**config.mk**
```make
export PLATFORM = sky130hd
export DESIGN_NAME = multicycle_fsm_controller
export DESIGN_NICKNAME = d
export VERILOG_FILES = /design/src/rtl/mcpu_ctrl_pkg.sv /design/src/rtl/mcpu_op_class.sv /design/src/rtl/multicycle_fsm_controller.sv
export SDC_FILE = /design/constraint.sdc
export NUM_CORES = 1
export LEC_CHECK = 0
export BUFFER_PORTS_ARGS = -buffer_cell sky130_fd_sc_hd__buf_4
export CAP_MARGIN = 5
export CORE_ASPECT_RATIO = 1.25
export CORE_MARGIN = 2
export CORE_UTILIZATION = 53
export DETAILED_ROUTE_END_ITERATION = 8
export PLACE_DENSITY = 0.85
export SLEW_MARGIN = 25
export SYNTH_ARGS = -nofsm -noshare
export SYNTH_HDL_FRONTEND = slang
export SYNTH_SLANG_ARGS = --single-unit
```
**constraint.sdc**
```tcl
create_clock -name clock -period 2.4 [get_ports clock]
set_clock_uncertainty 0.15 [all_clocks]
set_input_delay 0.36 -clock clock [delete_from_list [all_inputs] [get_ports clock]]
set_output_delay 0.36 -clock clock [all_outputs]
set_load 0.02 [all_outputs]
```
**src/rtl/mcpu_ctrl_pkg.sv**
```systemverilog
// Shared encodings for the multicycle CPU controller: opcodes, FSM states,
// ALU function codes, datapath mux selects and the opcode class type.
package mcpu_ctrl_pkg;

  localparam logic [5:0] OP_J    = 6'd1;
  localparam logic [5:0] OP_MOV  = 6'd16;
  localparam logic [5:0] OP_NOT  = 6'd17;
  localparam logic [5:0] OP_ADD  = 6'd18;
  localparam logic [5:0] OP_SUB  = 6'd19;
  localparam logic [5:0] OP_OR   = 6'd20;
  localparam logic [5:0] OP_AND  = 6'd21;
  localparam logic [5:0] OP_SLT  = 6'd23;
  localparam logic [5:0] OP_BEQ  = 6'd32;
  localparam logic [5:0] OP_BNE  = 6'd33;
  localparam logic [5:0] OP_ADDI = 6'd50;
  localparam logic [5:0] OP_SUBI = 6'd51;
  localparam logic [5:0] OP_ORI  = 6'd52;
  localparam logic [5:0] OP_ANDI = 6'd53;
  localparam logic [5:0] OP_SLTI = 6'd55;
  localparam logic [5:0] OP_LI   = 6'd57;
  localparam logic [5:0] OP_LWI  = 6'd59;
  localparam logic [5:0] OP_SWI  = 6'd60;

  localparam logic [3:0] S_FETCH  = 4'd0;
  localparam logic [3:0] S_DECODE = 4'd1;
  localparam logic [3:0] S_REXE   = 4'd2;
  localparam logic [3:0] S_RWB    = 4'd3;
  localparam logic [3:0] S_IEXE   = 4'd4;
  localparam logic [3:0] S_IWB    = 4'd5;
  localparam logic [3:0] S_MADDR  = 4'd6;
  localparam logic [3:0] S_MRD    = 4'd7;
  localparam logic [3:0] S_LWB    = 4'd8;
  localparam logic [3:0] S_MWR    = 4'd9;
  localparam logic [3:0] S_BR     = 4'd10;
  localparam logic [3:0] S_JMP    = 4'd11;
  localparam logic [3:0] S_TRAP   = 4'd12;

  localparam logic [3:0] ALU_ADD = 4'd2;
  localparam logic [3:0] ALU_SUB = 4'd3;

  localparam logic [1:0] SRCB_REG = 2'd0;
  localparam logic [1:0] SRCB_ONE = 2'd1;
  localparam logic [1:0] SRCB_IMM = 2'd2;
  localparam logic [1:0] SRCB_OFF = 2'd3;

  localparam logic [1:0] PC_ALU    = 2'd0;
  localparam logic [1:0] PC_ALUOUT = 2'd1;
  localparam logic [1:0] PC_JUMP   = 2'd2;

  typedef enum logic [2:0] {
    CL_R, CL_I, CL_LD, CL_ST, CL_BR, CL_JMP, CL_ILL
  } op_class_t;

endpackage

```
**src/rtl/mcpu_op_class.sv**
```systemverilog
// Combinational opcode classifier feeding the DECODE transition; zero latency,
// no handshake.
module mcpu_op_class
  import mcpu_ctrl_pkg::*;
#(
  parameter int OPW = 6
) (
  input  logic [OPW-1:0] OPcode,
  output op_class_t      op_class
);

  always_comb begin
    op_class = CL_ILL;
    case (OPcode)
      OP_MOV, OP_NOT, OP_ADD, OP_SUB, OP_OR, OP_AND, OP_SLT:  op_class = CL_R;
      OP_ADDI, OP_SUBI, OP_ORI, OP_ANDI, OP_SLTI, OP_LI:      op_class = CL_I;
      OP_LWI:                                                 op_class = CL_LD;
      OP_SWI:                                                 op_class = CL_ST;
      OP_BEQ, OP_BNE:                                         op_class = CL_BR;
      OP_J:                                                   op_class = CL_JMP;
      default: ;
    endcase
  end

endmodule

```
**src/rtl/multicycle_fsm_controller.sv**
```systemverilog
// Moore FSM sequencing each instruction FETCH..WRITEBACK; 3-5 cycles per instruction,
// plus one cycle per mem_ready-low cycle spent in FETCH, MRD or MWR.
module multicycle_fsm_controller
  import mcpu_ctrl_pkg::*;
#(
  parameter int OPW  = 6,
  parameter int ALUW = 4,
  parameter int STW  = 4
) (
  input  logic            clock,
  input  logic            reset,
  input  logic [OPW-1:0]  OPcode,
  input  logic            mem_ready,
  output logic            PCWriteCond,
  output logic            PCWrite,
  output logic            IorD,
  output logic            MemRead,
  output logic            MemWrite,
  output logic            MemtoReg,
  output logic            IRWrite,
  output logic            BEQ,
  output logic            ALUSrcA,
  output logic            RegWrite,
  output logic            RegDst,
  output logic [1:0]      PCSrc,
  output logic [ALUW-1:0] ALUOP,
  output logic [1:0]      ALUSrcB,
  output logic            instr_done,
  output logic            illegal,
  output logic [STW-1:0]  state
);

  logic [STW-1:0] state_q;
  logic [STW-1:0] state_nxt;
  op_class_t      op_cls;

  mcpu_op_class #(.OPW(OPW)) u_op_class (
    .OPcode   (OPcode),
    .op_class (op_cls)
  );

  always_ff @(posedge clock or posedge reset) begin
    if (reset) state_q <= S_FETCH;
    else       state_q <= state_nxt;
  end

  assign state = state_q;

  // Outputs are forced low while reset is held, even though state already reads S_FETCH.
  always_comb begin
    state_nxt   = S_FETCH;
    PCWriteCond = 1'b0;
    PCWrite     = 1'b0;
    IorD        = 1'b0;
    MemRead     = 1'b0;
    MemWrite    = 1'b0;
    MemtoReg    = 1'b0;
    IRWrite     = 1'b0;
    BEQ         = 1'b0;
    ALUSrcA     = 1'b0;
    RegWrite    = 1'b0;
    RegDst      = 1'b0;
    PCSrc       = PC_ALU;
    ALUOP       = '0;
    ALUSrcB     = SRCB_REG;
    instr_done  = 1'b0;
    illegal     = 1'b0;
    if (!reset) begin
      case (state_q)
        S_FETCH: begin
          MemRead   = 1'b1;
          ALUSrcB   = SRCB_ONE;
          ALUOP     = ALU_ADD;
          IRWrite   = mem_ready;
          PCWrite   = mem_ready;
          state_nxt = mem_ready ? S_DECODE : S_FETCH;
        end
        S_DECODE: begin
          ALUSrcB = SRCB_OFF;
          ALUOP   = ALU_ADD;
          case (op_cls)
            CL_R:          state_nxt = S_REXE;
            CL_I:          state_nxt = S_IEXE;
            CL_LD, CL_ST:  state_nxt = S_MADDR;
            CL_BR:         state_nxt = S_BR;
            CL_JMP:        state_nxt = S_JMP;
            default:       state_nxt = S_TRAP;
          endcase
        end
        S_REXE: begin
          ALUSrcA   = 1'b1;
          ALUSrcB   = SRCB_REG;
          ALUOP     = OPcode[ALUW-1:0];
          state_nxt = S_RWB;
        end
        S_RWB: begin
          RegDst     = 1'b1;
          RegWrite   = 1'b1;
          instr_done = 1'b1;
        end
        S_IEXE: begin
          ALUSrcA   = 1'b1;
          ALUSrcB   = SRCB_IMM;
          ALUOP     = OPcode[ALUW-1:0];
          state_nxt = S_IWB;
        end
        S_IWB: begin
          RegWrite   = 1'b1;
          instr_done = 1'b1;
        end
        S_MADDR: begin
          ALUSrcA   = 1'b1;
          ALUSrcB   = SRCB_IMM;
          ALUOP     = ALU_ADD;
          state_nxt = (op_cls == CL_ST) ? S_MWR : S_MRD;
        end
        S_MRD: begin
          IorD      = 1'b1;
          MemRead   = 1'b1;
          state_nxt = mem_ready ? S_LWB : S_MRD;
        end
        S_LWB: begin
          RegWrite   = 1'b1;
          MemtoReg   = 1'b1;
          instr_done = 1'b1;
        end
        S_MWR: begin
          IorD       = 1'b1;
          MemWrite   = 1'b1;
          instr_done = mem_ready;
          state_nxt  = mem_ready ? S_FETCH : S_MWR;
        end
        S_BR: begin
          ALUSrcA     = 1'b1;
          ALUSrcB     = SRCB_REG;
          ALUOP       = ALU_SUB;
          PCWriteCond = 1'b1;
          PCSrc       = PC_ALUOUT;
          BEQ         = (OPcode == OP_BEQ);
          instr_done  = 1'b1;
        end
        S_JMP: begin
          PCWrite    = 1'b1;
          PCSrc      = PC_JUMP;
          instr_done = 1'b1;
        end
        S_TRAP: begin
          illegal   = 1'b1;
          state_nxt = S_TRAP;
        end
        default: ;
      endcase
    end
  end

endmodule

```
==> results of run 1 <==
==> stage by stage <==
stage                     setup TNS, ps  total power [mW]  worst slack [ps]  hold slack, ps  instances
final                                 0             0.521              80.6            44.7        189
after global routing                  0             0.554              3.89            62.7        189
after CTS                             0             0.511               112            49.8        189
after detailed placement          -85.6             0.426             -85.6             292        186
after global placement                0             0.418              45.4             285        186
after floorplan                       0             0.301              52.1            11.2        135
==> final cells by class <==
class                           instances  area, um^2
Fill cell                             131         344
Clock buffer                            3        22.5
Sequential cell                         4         100
Multi-Input combinational cell        110         737
Tap cell                               18        22.5
Inverter                                8        30.0
Timing Repair Buffer                   46         345
==> worst paths after layout <==
kind,start,end,slack (ps)
setup / recovery,state[2]$_DFF_PP0_,BEQ,80
max in group asynchronous,reset,state[0]$_DFF_PP0_,1930
min in group clock,reset,state[0]$_DFF_PP0_,300
hold / removal,reset,state[3]$_DFF_PP0_,40
setup reg to reg,state[0]$_DFF_PP0_,state[1]$_DFF_PP0_,230
hold reg to reg,state[1]$_DFF_PP0_,state[3]$_DFF_PP0_,610
==> tightest hold or removal path: stages <==
cell and delay [ps]:
buf_4 170, inv_1 80, buf_4 160
==> cell usage after synthesis, types with 3 or more instances <==
library cell / n / area share, %
or3_1: 3 / 2.0
nand3_1: 5 / 2.7
dfrtp_1: 4 / 11
o21ai_0: 8 / 4.4
ha_1: 3 / 4.1
and2_1: 4 / 2.7
buf_2: 7 / 3.8
nor2_1: 10 / 4.1
inv_1: 8 / 3.3
a21oi_1: 8 / 4.4
o22ai_1: 3 / 2.0
clkbuf_1: 4 / 1.6
nor4_1: 4 / 2.7
nand2b_1: 3 / 2.0
nor2b_1: 5 / 3.4
nor3_1: 7 / 3.8
nand2_1: 6 / 2.5
==> metal layers <==
metal / up-vias / part of all wire, %
met2: 73 / 52
met1: 595 / 39
li1: 583 / -
met5: - / 0
met4: 0 / 1.4
met3: 8 / 7.0
==> kinds of logic after synthesis <==
group,Yosys count,synth area share (%)
buffers and inverters,21,9.97
multiplexers,2,2.19
AO/OA/AOI/OAI,42,32.4
flip-flops,4,10.9
XOR/XNOR,2,1.91
adder cells (fa/ha/maj),3,4.10
AND/OR/NAND/NOR,61,38.5
==> where the power goes <==
group          switching (mW)  total, mW  internal [mW]  leakage [nW]
logic                   0.186      0.331          0.145         0.483
clock network          0.0312     0.0873         0.0562        0.0138
registers              0.0269      0.102         0.0755        0.0541
==> impl_metrics.json, run 1 <==
{
  "outcome": "complete, no violations",
  "nets": 185,
  "power.density_nw_per_um2": 414,
  "cp_max_fo": 9,
  "cts_hold_buf": 0,
  "synth_cell_types": 51,
  "critical_path_class": "reg2out",
  "clock_path_buffers": 2,
  "use_met1_pct": 40.6,
  "required_ps": 1890,
  "synth_edf_count": 0,
  "dpl_cell_area_um2": 1230,
  "path_depth": 5,
  "cts_tree": "yes",
  "fmax_ghz": 0.431,
  "grt_max_degree": 20,
  "syn_avg_cell_area_um2": 6.78,
  "slowest_stage": "dfrtp_1",
  "cp-end-kind": "output port",
  "grt_usage_pct": 33.6,
  "top_usage_layer": "met2",
  "arrival_ps": 1810,
  "dr.pass1.iters": 4,
  "die_x_um": 41.2,
  "cpPeakStageDelay_ps": 480,
  "synth_cells": 135,
  "drive_gt1_share_pct": 32.2,
  "drc_errors": 0,
  "clk_latency_ps": 240,
  "setup_viol": 0,
  "wl_um": 3100,
  "ys_async_sr_fraction_pct": 100,
  "rows": 16,
  "grt_pass1_wl_um": 5000,
  "tightest_slew_ps": 648,
  "worstPathCellList": "nor2b_1 -> nand2_1 -> nor3_2 -> and4b_1 -> buf_4",
  "finish.utilization_pct": 78.5,
  "routedWlPerCell_um": 16.4,
  "rsz0062_at_grt": "false",
  "synthFlopType": "dfrtp_1",
  "power.leakage_nw": 0.550,
  "syn_to_final_growth_pct": 37.3,
  "ctsResizeCount": 0,
  "grtUsageMet2_pct": 56.5,
  "peakVddDrop_mv": 0.398,
  "root_buffer": "clkbuf_4",
  "mostFrequentLayoutCell": "buf_4",
  "place_hpwl_um": 2320,
  "hold_path.class": "in2async",
  "cts.clk_slew.worst_paths_ps": 40,
  "reg2regPathDepth": 5,
  "maxCapViolCount": 0,
  "gr-usage-met3_pct": 5.31,
  "syn-num-nets": 147,
  "ios": 34,
  "antenna_left": 0,
  "slew_headroom_pct": 56.8,
  "hold_violations": 0,
  "htreeDepth": 1,
  "core_area_um2": 1600,
  "dieArea_um2": 2080,
  "detail_route.vias_per_cell": 6.66,
  "antenna_found_initial": 0,
  "via_count": 1259,
  "path_delay_family": "simple AND/OR/NAND/NOR gates",
  "ys_ff_latch": 4,
  "die_h_um": 50.5,
  "cp.buffers_inverters": 1,
  "cts.sinks": 4,
  "final-max-slew-violation-count": 0,
  "yosysSeqAreaShare_pct": 10.9,
  "largest_register_ffs": 4,
  "drt_iter0_markers": 51,
  "numCtsBuffers": 3,
  "diodes": 0,
  "post_cts_buffers": 0,
  "period_needed_ps": 2320,
  "fin_area_um2": 1260,
  "worstSetupStartpointType": "flop",
  "grt_overflow_total": 0,
  "grt_pass1_vias": 1117,
  "final_cell_mix": "buf_4 (46), nor2_1 (10), inv_1 (8), a21oi_1 (8), o21ai_0 (7)",
  "io_buffer_count": 33,
  "timing.final.crit_share_pct": 96.6,
  "yosysWarningCount": 0,
  "netlist_area_um2": 916,
  "start_util_pct": 57.2,
  "gp_congestion": 0.885
}
(Power assumes the default switching activity.)
==> run 2: changes to the inputs <==
--- a/config.mk
+++ b/config.mk
@@ -8,9 +8,9 @@
 export BUFFER_PORTS_ARGS = -buffer_cell sky130_fd_sc_hd__buf_4
 export CAP_MARGIN = 5
 export CORE_ASPECT_RATIO = 1.25
-export CORE_MARGIN = 2
 export CORE_UTILIZATION = 53
 export DETAILED_ROUTE_END_ITERATION = 8
+export GPL_TIMING_DRIVEN = 0
 export PLACE_DENSITY = 0.85
 export SLEW_MARGIN = 25
 export SYNTH_ARGS = -nofsm -noshare
==> impl_metrics.json, run 2 (synthesized netlist as in run 1, its figures left out) <==
{
  "tightest_slew_ps": 496,
  "nets": 184,
  "antenna_found_initial": 0,
  "p_seq_share_pct": 16.8,
  "io_buffer_count": 31,
  "die_h_um": 48.5,
  "ios": 34,
  "hold_path.class": "in2reg",
  "reg2regPathDepth": 5,
  "place_hpwl_um": 2190,
  "critical_path_class": "reg2out",
  "hold_violations": 0,
  "reg2reg_to": "state[2]$_DFF_PP0_",
  "fmax_ghz": 0.420,
  "detail_route.vias_per_cell": 6.60,
  "routedWlPerCell_um": 16.4,
  "p_sw_mw": 0.249,
  "period_needed_ps": 2380,
  "grt_usage_pct": 33.0,
  "drive_gt1_share_pct": 33.5,
  "p_int_mw": 0.267,
  "holdPathStages": 4,
  "p_clk_share_pct": 16.3,
  "fillCellCount": 131,
  "cts.sinks": 4,
  "htreeDepth": 1,
  "grt_max_degree": 11,
  "maxCapViolCount": 0,
  "outcome": "complete, no violations",
  "largest_register_ffs": 4,
  "root_buffer": "clkbuf_4",
  "worstSetupStartpointType": "flop",
  "swShare_pct": 48.2,
  "timing.final.crit_share_pct": 99.3,
  "holdCritStartpoint": "reset",
  "dieArea_um2": 1900,
  "slew_headroom_pct": 66.9,
  "via_count": 1241,
  "final-max-slew-violation-count": 0,
  "gp_congestion": 0.885,
  "dr.pass1.iters": 4,
  "antenna_left": 0,
  "place_ws_ps": -338,
  "fin_ws_ps": 16.8,
  "setup_viol": 0,
  "cp-end-kind": "output port",
  "rows": 16,
  "worst_hold_slack_ps": 376,
  "rsz0062_at_grt": "true",
  "holdPathEnd": "state[3]$_DFF_PP0_",
  "cp_max_fo": 10,
  "grt_pass1_wl_um": 4670,
  "peakVddDrop_mv": 0.415,
  "numCtsBuffers": 3,
  "wl_um": 3080,
  "syn_to_final_growth_pct": 39.8,
  "finish.utilization_pct": 79.9,
  "grt_overflow_total": 0,
  "clock_path_buffers": 2,
  "drc_errors": 0,
  "final_cell_mix": "buf_4 (33), nor2_1 (10), inv_1 (8), a21oi_1 (8), o21ai_0 (7)",
  "die_x_um": 39.2,
  "drt_iter0_markers": 57,
  "start_util_pct": 57.2,
  "diodes": 0,
  "pwr-share-comb_pct": 66.8,
  "mostFrequentLayoutCell": "buf_4",
  "reg2reg_slack_ps": 450,
  "clk_latency_ps": 240,
  "core_area_um2": 1600,
  "power.density_nw_per_um2": 403,
  "reg2reg_from": "state[2]$_DFF_PP0_",
  "grt_pass1_vias": 1055,
  "cts.clk_slew.worst_paths_ps": 40,
  "arrival_ps": 1870,
  "cts_tree": "yes",
  "required_ps": 1890,
  "power.leakage_nw": 0.542
}
-- run 2: how the worst max path moves through the flow --
stage	to	cells after the start	start	slack [ps]
after floorplan	state[1]$_DFF_PP0_	10	OPcode[4]	50
after global placement	state[1]$_DFF_PP0_	10	OPcode[1]	-270
after detailed placement	state[1]$_DFF_PP0_	10	OPcode[1]	-340
after CTS	BEQ	6	state[3]$_DFF_PP0_	30
after global routing	BEQ	6	state[3]$_DFF_PP0_	-70
final	instr_done	6	state[2]$_DFF_PP0_	20
-- run 2: cell type report --
class                      instances  area (um^2)  share of cell area, %
inverter                           8         30.0                   2.35
clock buffer                       3         22.5                   1.76
timing repair buffer              33          250                   19.6
tap                               18         22.5                   1.76
buffer                            12         61.3                   4.79
multi-input combinational        110          793                   62.0
sequential                         4          100                   7.82
-- run 2: critical path: stages (launching register included) --
cell      delay, ps
dfrtp_1         430
clkbuf_4        240
nor2b_2         290
mux2i_1         120
o32a_1          200
o22ai_1         180
buf_4           170
-- run 2: repair_timing --
item                                    in CTS  in global routing
resized for setup                            3                 12
hold endpoints to repair                     4                  0
pin swaps                                    0                  3
endpoints found under the setup margin       2                  9
hold buffers                                 1                  0
buffers inserted                             0                  1
-- run 2: power by group through the flow --
stage	clock network (mW)	registers [mW]	logic (mW)
floorplan	0	0.0940	0.207
global placement	0	0.0862	0.317
detailed placement	0	0.0863	0.321
CTS	0.0849	0.0855	0.327
global route	0.0873	0.0884	0.371
finish	0.0843	0.0870	0.345
-- run 2: metal layers --
metal	up-vias	global-route usage, %	wire (um)
li1	580	-	-
met1	573	44.0	1190
met4	0	10.9	56
met2	78	54.2	1620
met3	10	2.75	216
met5	-	0	0
-- run 2: through the flow --
stage	cells	area [um^2]	power, mW	TNS, ps
6_report	188	1280	0.516	0
5_1_grt	188	1280	0.547	-137
4_1_cts	188	1220	0.498	0
3_5_place_dp	184	1180	0.407	-395
3_3_place_gp	184	1180	0.403	-271
2_1_floorplan	135	922	0.301	0
